$ cat src/rtl/ltc_frame_encoder_if.sv
// Control/status bundle between the pin wrapper and the LTC frame encoder.
interface ltc_frame_encoder_if;
  logic        run;
  logic        tc_load;
  logic [31:0] tc_in;
  logic [31:0] ub_in;
  logic        ltc_out;
  logic        frame_start;
  logic [31:0] tc_out;
  logic        busy;
  logic        load_err;

  // Wrapper side: drives controls, observes the encoder.
  modport master (
    output run, tc_load, tc_in, ub_in,
    input  ltc_out, frame_start, tc_out, busy, load_err
  );

  // Encoder side.
  modport slave (
    input  run, tc_load, tc_in, ub_in,
    output ltc_out, frame_start, tc_out, busy, load_err
  );
endinterface

$ cat src/rtl/ltc_frame_encoder.sv
// SMPTE 12M linear timecode generator: BCD timecode counter, 80-bit frame builder and
// biphase-mark line driver timed by an exact fractional half-bit accumulator.
module ltc_frame_encoder #(
  parameter int unsigned CLK_HZ = 10_000_000,
  parameter int unsigned FPS    = 25
) (
  input logic                clk,
  input logic                rst,
  ltc_frame_encoder_if.slave bus
);

  localparam int unsigned Inc      = 160 * FPS;
  localparam logic [7:0]  FfMax    = 8'((((FPS - 1) / 10) * 16) + ((FPS - 1) % 10));
  // Sync word with bit 64 (first transmitted) in the LSB.
  localparam logic [15:0] SyncWord = 16'hBFFC;
  localparam logic [6:0]  LastBit  = 7'd79;

  if (!(FPS == 24 || FPS == 25 || FPS == 30)) begin : g_bad_fps
    $error("ltc_frame_encoder: FPS must be 24, 25 or 30");
  end
  if (CLK_HZ < 2 * FPS * 160) begin : g_bad_clk
    $error("ltc_frame_encoder: CLK_HZ too low for the half-bit rate");
  end

  typedef enum logic [0:0] {StIdle, StRun} state_e;

  // Advance one BCD field, wrapping to zero once it reaches vmax.
  function automatic logic [7:0] bcd_step(input logic [7:0] v, input logic [7:0] vmax);
    logic [7:0] r;
    if (v == vmax) begin
      r = 8'h00;
    end else if (v[3:0] == 4'd9) begin
      r = {v[7:4] + 4'd1, 4'd0};
    end else begin
      r = {v[7:4], v[3:0] + 4'd1};
    end
    return r;
  endfunction

  // Timecode one frame later; carries are decided on the original field values.
  function automatic logic [31:0] tc_next(input logic [31:0] tc);
    logic [7:0] hh, mm, ss, ff;
    {hh, mm, ss, ff} = tc;
    if (ff == FfMax) begin
      if (ss == 8'h59) begin
        if (mm == 8'h59) begin
          hh = bcd_step(hh, 8'h23);
        end
        mm = bcd_step(mm, 8'h59);
      end
      ss = bcd_step(ss, 8'h59);
    end
    ff = bcd_step(ff, FfMax);
    return {hh, mm, ss, ff};
  endfunction

  // Range check for a timecode presented on tc_in.
  function automatic logic load_ok(input logic [31:0] tc);
    logic       ok;
    logic [7:0] ff_bin;
    ok = 1'b1;
    for (int i = 0; i < 8; i++) begin
      if (tc[4*i +: 4] > 4'd9) ok = 1'b0;
    end
    ff_bin = (8'(tc[7:4]) * 8'd10) + 8'(tc[3:0]);
    if (ff_bin >= 8'(FPS)) ok = 1'b0;
    if (tc[15:12] > 4'd5) ok = 1'b0;
    if (tc[23:20] > 4'd5) ok = 1'b0;
    if ((tc[31:28] > 4'd2) || ((tc[31:28] == 4'd2) && (tc[27:24] > 4'd3))) ok = 1'b0;
    return ok;
  endfunction

  // Assemble the 80 frame bits, bit 0 first on the line.
  function automatic logic [79:0] build_frame(input logic [31:0] tc, input logic [31:0] ub);
    logic [79:0] f;
    f        = '0;
    f[3:0]   = tc[3:0];
    f[7:4]   = ub[3:0];
    f[9:8]   = tc[5:4];
    f[15:12] = ub[7:4];
    f[19:16] = tc[11:8];
    f[23:20] = ub[11:8];
    f[26:24] = tc[14:12];
    f[31:28] = ub[15:12];
    f[35:32] = tc[19:16];
    f[39:36] = ub[19:16];
    f[42:40] = tc[22:20];
    f[47:44] = ub[23:20];
    f[51:48] = tc[27:24];
    f[55:52] = ub[27:24];
    f[57:56] = tc[29:28];
    f[63:60] = ub[31:28];
    f[79:64] = SyncWord;
    // Even popcount keeps every frame starting on a rising edge.
    if (FPS == 25) begin
      f[59] = ^f;
    end else begin
      f[27] = ^f;
    end
    return f;
  endfunction

  state_e      state_q, state_d;
  logic [31:0] acc_q, acc_d, acc_sum;
  logic        half_q, half_d;
  logic [6:0]  bit_q, bit_d;
  logic [79:0] frame_q, frame_d;
  logic        ltc_q, ltc_d;
  logic        fs_q, fs_d;
  logic        err_q, err_d;
  logic [31:0] tc_out_q, tc_out_d;
  logic [31:0] cnt_q, cnt_d;
  logic [31:0] pend_q, pend_d;
  logic        pend_valid_q, pend_valid_d;
  logic [31:0] frame_tc;
  logic        half_tick;
  logic        start;

  assign acc_sum   = acc_q + 32'(Inc);
  assign half_tick = (state_q == StRun) && (acc_sum >= 32'(CLK_HZ));
  assign frame_tc  = pend_valid_q ? pend_q : cnt_q;

  // Next-state: half-bit sequencing, frame starts and load handling.
  always_comb begin
    state_d      = state_q;
    acc_d        = acc_q;
    half_d       = half_q;
    bit_d        = bit_q;
    frame_d      = frame_q;
    ltc_d        = ltc_q;
    fs_d         = 1'b0;
    err_d        = 1'b0;
    tc_out_d     = tc_out_q;
    cnt_d        = cnt_q;
    pend_d       = pend_q;
    pend_valid_d = pend_valid_q;
    start        = 1'b0;

    unique case (state_q)
      StIdle: begin
        acc_d = '0;
        if (bus.run) start = 1'b1;
      end
      StRun: begin
        acc_d = half_tick ? (acc_sum - 32'(CLK_HZ)) : acc_sum;
        if (half_tick) begin
          if (!half_q) begin
            half_d = 1'b1;
            if (frame_q[0]) ltc_d = ~ltc_q;
          end else if (bit_q != LastBit) begin
            half_d  = 1'b0;
            bit_d   = bit_q + 7'd1;
            frame_d = frame_q >> 1;
            ltc_d   = ~ltc_q;
          end else if (bus.run) begin
            start = 1'b1;
          end else begin
            state_d = StIdle;
            acc_d   = '0;
          end
        end
      end
      default: state_d = StIdle;
    endcase

    if (start) begin
      state_d      = StRun;
      half_d       = 1'b0;
      bit_d        = '0;
      frame_d      = build_frame(frame_tc, bus.ub_in);
      ltc_d        = ~ltc_q;
      fs_d         = 1'b1;
      tc_out_d     = frame_tc;
      cnt_d        = tc_next(frame_tc);
      pend_valid_d = 1'b0;
    end

    // A load accepted this cycle outranks the pending-clear of a frame start.
    if (bus.tc_load) begin
      if (load_ok(bus.tc_in)) begin
        pend_d       = bus.tc_in;
        pend_valid_d = 1'b1;
      end else begin
        err_d = 1'b1;
      end
    end
  end

  // State registers.
  always_ff @(posedge clk or posedge rst) begin
    if (rst) begin
      state_q      <= StIdle;
      acc_q        <= '0;
      half_q       <= 1'b0;
      bit_q        <= '0;
      frame_q      <= '0;
      ltc_q        <= 1'b0;
      fs_q         <= 1'b0;
      err_q        <= 1'b0;
      tc_out_q     <= '0;
      cnt_q        <= '0;
      pend_q       <= '0;
      pend_valid_q <= 1'b0;
    end else begin
      state_q      <= state_d;
      acc_q        <= acc_d;
      half_q       <= half_d;
      bit_q        <= bit_d;
      frame_q      <= frame_d;
      ltc_q        <= ltc_d;
      fs_q         <= fs_d;
      err_q        <= err_d;
      tc_out_q     <= tc_out_d;
      cnt_q        <= cnt_d;
      pend_q       <= pend_d;
      pend_valid_q <= pend_valid_d;
    end
  end

  assign bus.ltc_out     = ltc_q;
  assign bus.frame_start = fs_q;
  assign bus.tc_out      = tc_out_q;
  assign bus.busy        = (state_q == StRun);
  assign bus.load_err    = err_q;

endmodule
$ cat src/flat_wrapper.sv
// flat-port wrapper written by rule: the top's interface ports become plain ports
module ltc_frame_encoder_flat 
#(
  parameter int unsigned CLK_HZ = 10_000_000,
  parameter int unsigned FPS    = 25
)
  (clk, rst, bus_run, bus_tc_load, bus_tc_in, bus_ub_in, bus_ltc_out, bus_frame_start, bus_tc_out, bus_busy, bus_load_err);
  ltc_frame_encoder_if bus_i ();
  input logic clk;
  input logic rst;
  input wire logic [$bits(bus_i.run)-1:0] bus_run;
  input wire logic [$bits(bus_i.tc_load)-1:0] bus_tc_load;
  input wire logic [$bits(bus_i.tc_in)-1:0] bus_tc_in;
  input wire logic [$bits(bus_i.ub_in)-1:0] bus_ub_in;
  output wire logic [$bits(bus_i.ltc_out)-1:0] bus_ltc_out;
  output wire logic [$bits(bus_i.frame_start)-1:0] bus_frame_start;
  output wire logic [$bits(bus_i.tc_out)-1:0] bus_tc_out;
  output wire logic [$bits(bus_i.busy)-1:0] bus_busy;
  output wire logic [$bits(bus_i.load_err)-1:0] bus_load_err;
  assign bus_i.run = bus_run;
  assign bus_i.tc_load = bus_tc_load;
  assign bus_i.tc_in = bus_tc_in;
  assign bus_i.ub_in = bus_ub_in;
  assign bus_ltc_out = bus_i.ltc_out;
  assign bus_frame_start = bus_i.frame_start;
  assign bus_tc_out = bus_i.tc_out;
  assign bus_busy = bus_i.busy;
  assign bus_load_err = bus_i.load_err;
  ltc_frame_encoder #(.CLK_HZ(CLK_HZ), .FPS(FPS)) u_core (.clk(clk), .rst(rst), .bus(bus_i));
endmodule
$ cat config.mk
export PLATFORM = sky130hd
export DESIGN_NAME = ltc_frame_encoder_flat
export DESIGN_NICKNAME = d
export VERILOG_FILES = /design/src/rtl/ltc_frame_encoder_if.sv /design/src/rtl/ltc_frame_encoder.sv /design/src/flat_wrapper.sv
export SDC_FILE = /design/constraint.sdc
export NUM_CORES = 1
export LEC_CHECK = 0
export ABC_AREA = 1
export CAP_MARGIN = 20
export CORE_MARGIN = 4
export CORE_UTILIZATION = 40
export CTS_CLUSTER_SIZE = 25
export DETAILED_ROUTE_END_ITERATION = 10
export DONT_BUFFER_PORTS = 1
export GPL_TIMING_DRIVEN = 0
export PLACE_DENSITY = 0.65
export SLEW_MARGIN = 20
export SYNTH_ARGS = -nofsm -noshare
export SYNTH_HDL_FRONTEND = slang
export SYNTH_SLANG_ARGS = --single-unit
export TNS_END_PERCENT = 30
$ cat constraint.sdc
create_clock -name clk -period 6.6 [get_ports clk]
set_clock_uncertainty 0.05 [all_clocks]
set_input_delay 0.99 -clock clk [delete_from_list [all_inputs] [get_ports clk]]
set_output_delay 0.99 -clock clk [all_outputs]
set_load 0.005 [all_outputs]
==> impl_metrics.ini <==
[sta]
rsz0062_at_grt = no
setup-tns-final_ns = 0
hold_violations = 0
final.period_utilization_pct = 71.2
setup_violations = 0
fmax_mhz = 213
maxSlewViolCount = 0
timing.max_slew.rel_slack_pct = 53.1
min_period_ns = 4.70
worstMarginPinSlew_ns = 0.697

[clocking]
cts_tree = done
clock_latency_ns = 0.53
cts_resized = 0
cts_setup_buffers = 0
cts_root_buf = clkbuf_16
cts_sinks = 216
cts_made_buffers = 26
clock_path_buffers = 3
hold_buffers = 0
clkTransAtPathRegs_ns = 0.06
h-tree-depth = 1

[routing]
wl_per_cell_um = 15.9
drt-initial-drc-count = 850
post-route-drc-count = 0
vias = 11334
wl_met3_mm = 2.02
wl_met2_mm = 16.1
dr.pass1.iters = 5
wl_mm = 35.5
wl_met1_mm = 16.4
postRouteAntennaNets = 0
via_per_inst = 5.10
routed.top_layer = met4

[placement]
place.gp.congestion = 0.892
dp.cells = 2177
port_buffers = 0
hpwl_mm = 26.9

[critical_path]
cp-startpoint = u_core.pend_valid_q
rr_endpoint = u_core.cnt_q[29]
r2r_start = u_core.pend_valid_q
end_kind = flop
cp_num_buf_inv = 8
crit_top_cell = clkbuf_1
cp_max_fo = 10
cp.required_ns = 6.94
crit_type = flop to flop
reg2reg_depth = 17
path_cells = buf_2 > clkbuf_1 > clkbuf_1 > clkbuf_1 > o21ai_0 > inv_1 > ha_1 > nand3_1 > nor2_4 > inv_1 > nor2_4 > clkinv_1 > nor2_1 > buf_2 > nand2_1 > o211ai_1 > o21ai_0
cpPeakStageDelay_ns = 0.51
critical_path.slowest_cell = clkbuf_1
cp-start-kind = flop
reg2reg_setup_slack_ns = 1.90
crit_family = buffers and inverters
crit_arrival_ns = 5.04

[final_layout]
multi_input_area_mm2 = 0.00629
register_area_mm2 = 0.00541
instances_no_fill = 2224
areaGrowthSynthToFinish_pct = 11.7
num-fill-cells = 3162
fin_util_pct = 45.2
nNetsFinal = 1906
drive_gt1_share_pct = 7.35
antenna_cells = 0

[global_routing]
grt_max_degree = 34
grt_usage_pct = 20.0
antenna_found_initial = 0
overflow = 0
grt_pass1_wl_mm = 57.7
first_global_vias = 10992

[synthesis]
async_flop_share_pct = 100
synth-xor-area-share_pct = 3.98
ys.flop_type = dfrtp_1
syn_nets = 1871
synth-compound-area-share_pct = 7.18
synth.avg_cell_area_um2 = 7.22
yosysTopAreaCell = dfrtp_1
ys_warn_count = 0
synth-simple-area-share_pct = 34.4
syn_inst = 1768
ys_ff_latch = 216
synth_cell_types = 45
synth_top_family_by_area = simple AND/OR/NAND/NOR gates
synth_mux_area_share_pct = 0.235
synth_area_leaders = dfrtp_1 (42%), nand2_1 (21%), nand3_1 (5.0%)
synth_edf_count = 0
synth_seq_area_share_pct = 42.3
synth_top_cell_area_share_pct = 42.3
synth_most_common_cell = nand2_1
netlist_area_mm2 = 0.0128
synth_commonest_cells = nand2_1 (731), dfrtp_1 (216), inv_1 (151), nand3_1 (128), nor2_1 (109)
yosys.area_share.adder_pct = 3.55

[floorplan]
core_mm2 = 0.0316
start_util_pct = 40.5
placementRows = 65
ios = 104
fp.dieH_um = 187
dieArea_mm2 = 0.0348
chipWidth_um = 187

[power_and_ir_drop]
leakage_nw = 7.55
ir_drop_mv = 0.191
power.density_mw_per_mm2 = 203

[status]
outcome = finished, final reports clean

[flow_run]
max_cap_viol_count = 0

[worst_hold_path]
hold_class = input port to async pin
-- metrics by stage --
stage	setup WS [ns]	hold slack, ns	cell area (um2)	power (mW)
floorplan	2.75	0.383	12800	1.46
global placement	1.43	0.400	13300	1.48
detailed placement	1.96	0.403	13400	1.50
CTS	1.97	0.169	14300	2.93
global route	1.46	0.184	14300	3.00
finish	1.90	0.193	14300	2.89
-- cells by family after synthesis --
logic type	after synthesis
muxes	3
xor gates and xnor gates	58
buffers and inverters	230
AOI/OAI and AO/OA	174
adders and majority gates	35
DFF	216
and+or+nand+nor	1052
-- flip-flops by register name (all words and copies together) (netlist names), 7 cells and up --
register           cells
u_core.cnt_q          32
u_core.bit_q           7
u_core.pend_q         32
u_core.acc_q          27
u_core.frame_q        80
u_core.bus.tc_out     32
-- metal layers --
metal  vias to the layer above  global-route usage (%)
li1                       5634                       -
met4                         0                    5.12
met5                         -                       0
met2                       263                    32.5
met1                      5387                    27.7
met3                        50                    3.65
-- how the worst max path moves through the flow --
stage / cells past startpoint / to / slack, ns
2_1_floorplan: 1 / u_core.acc_q[10] / 2.75
3_3_place_gp: 1 / u_core.acc_q[28] / 1.43
3_5_place_dp: 17 / u_core.cnt_q[29] / 1.96
4_1_cts: 17 / u_core.cnt_q[25] / 1.97
5_1_grt: 18 / u_core.cnt_q[29] / 1.46
6_report: 17 / u_core.cnt_q[29] / 1.90
-- layout by cell type (no fill, tap or decap), types with 4 or more instances in the layout --
master / synthesis / final
o21ai_0: 107 / 107
buf_2: 19 / 19
a31oi_1: 5 / 5
o211ai_1: 4 / 4
nand2_1: 731 / 731
inv_2: 7 / 7
nand3b_1: 9 / 9
and3_1: 4 / 4
clkinv_2: 0 / 6
nand2_2: 7 / 7
xor2_1: 28 / 28
o21ai_1: 28 / 28
nand4_1: 19 / 19
clkbuf_16: 0 / 27
buf_4: 8 / 8
clkbuf_1: 20 / 26
nand3_1: 128 / 128
a21oi_1: 22 / 22
nor2_2: 6 / 6
inv_1: 151 / 150
nor2_4: 8 / 8
buf_12: 1 / 8
dfrtp_1: 216 / 216
ha_1: 33 / 33
clkinv_1: 4 / 4
buf_6: 18 / 18
xnor2_1: 30 / 30
nor2_1: 109 / 109
clkbuf_8: 0 / 5
nor3_1: 16 / 16
-- cell type report --
cell class,instances,share of cell area [%]
Multi-Input combinational cell,1322,44.2
Sequential cell,216,37.9
Clock buffer,38,5.38
Inverter,162,4.29
Tap cell,402,3.53
Buffer,68,3.23
Timing Repair Buffer,7,0.983
Clock inverter,9,0.527
-- worst register-to-register path: stages (launching register included) --
cell and delay [ns]:
dfrtp_1 0.31, buf_2 0.20, clkbuf_1 0.45, clkbuf_1 0.51
clkbuf_1 0.44, o21ai_0 0.22, inv_1 0.14, ha_1 0.15
nand3_1 0.11, nor2_4 0.23, inv_1 0.22, nor2_4 0.25
clkinv_1 0.31, nor2_1 0.32, buf_2 0.28, nand2_1 0.14
o211ai_1 0.11, o21ai_0 0.10
-- where the power goes --
group,internal (mW),total (mW),switching [mW]
clock network,0.841,1.42,0.576
logic,0.0546,0.145,0.0899
registers,1.33,1.33,0.000708
total,2.22,2.89,0.667
Note: power is estimated with default switching activity, not from simulation.
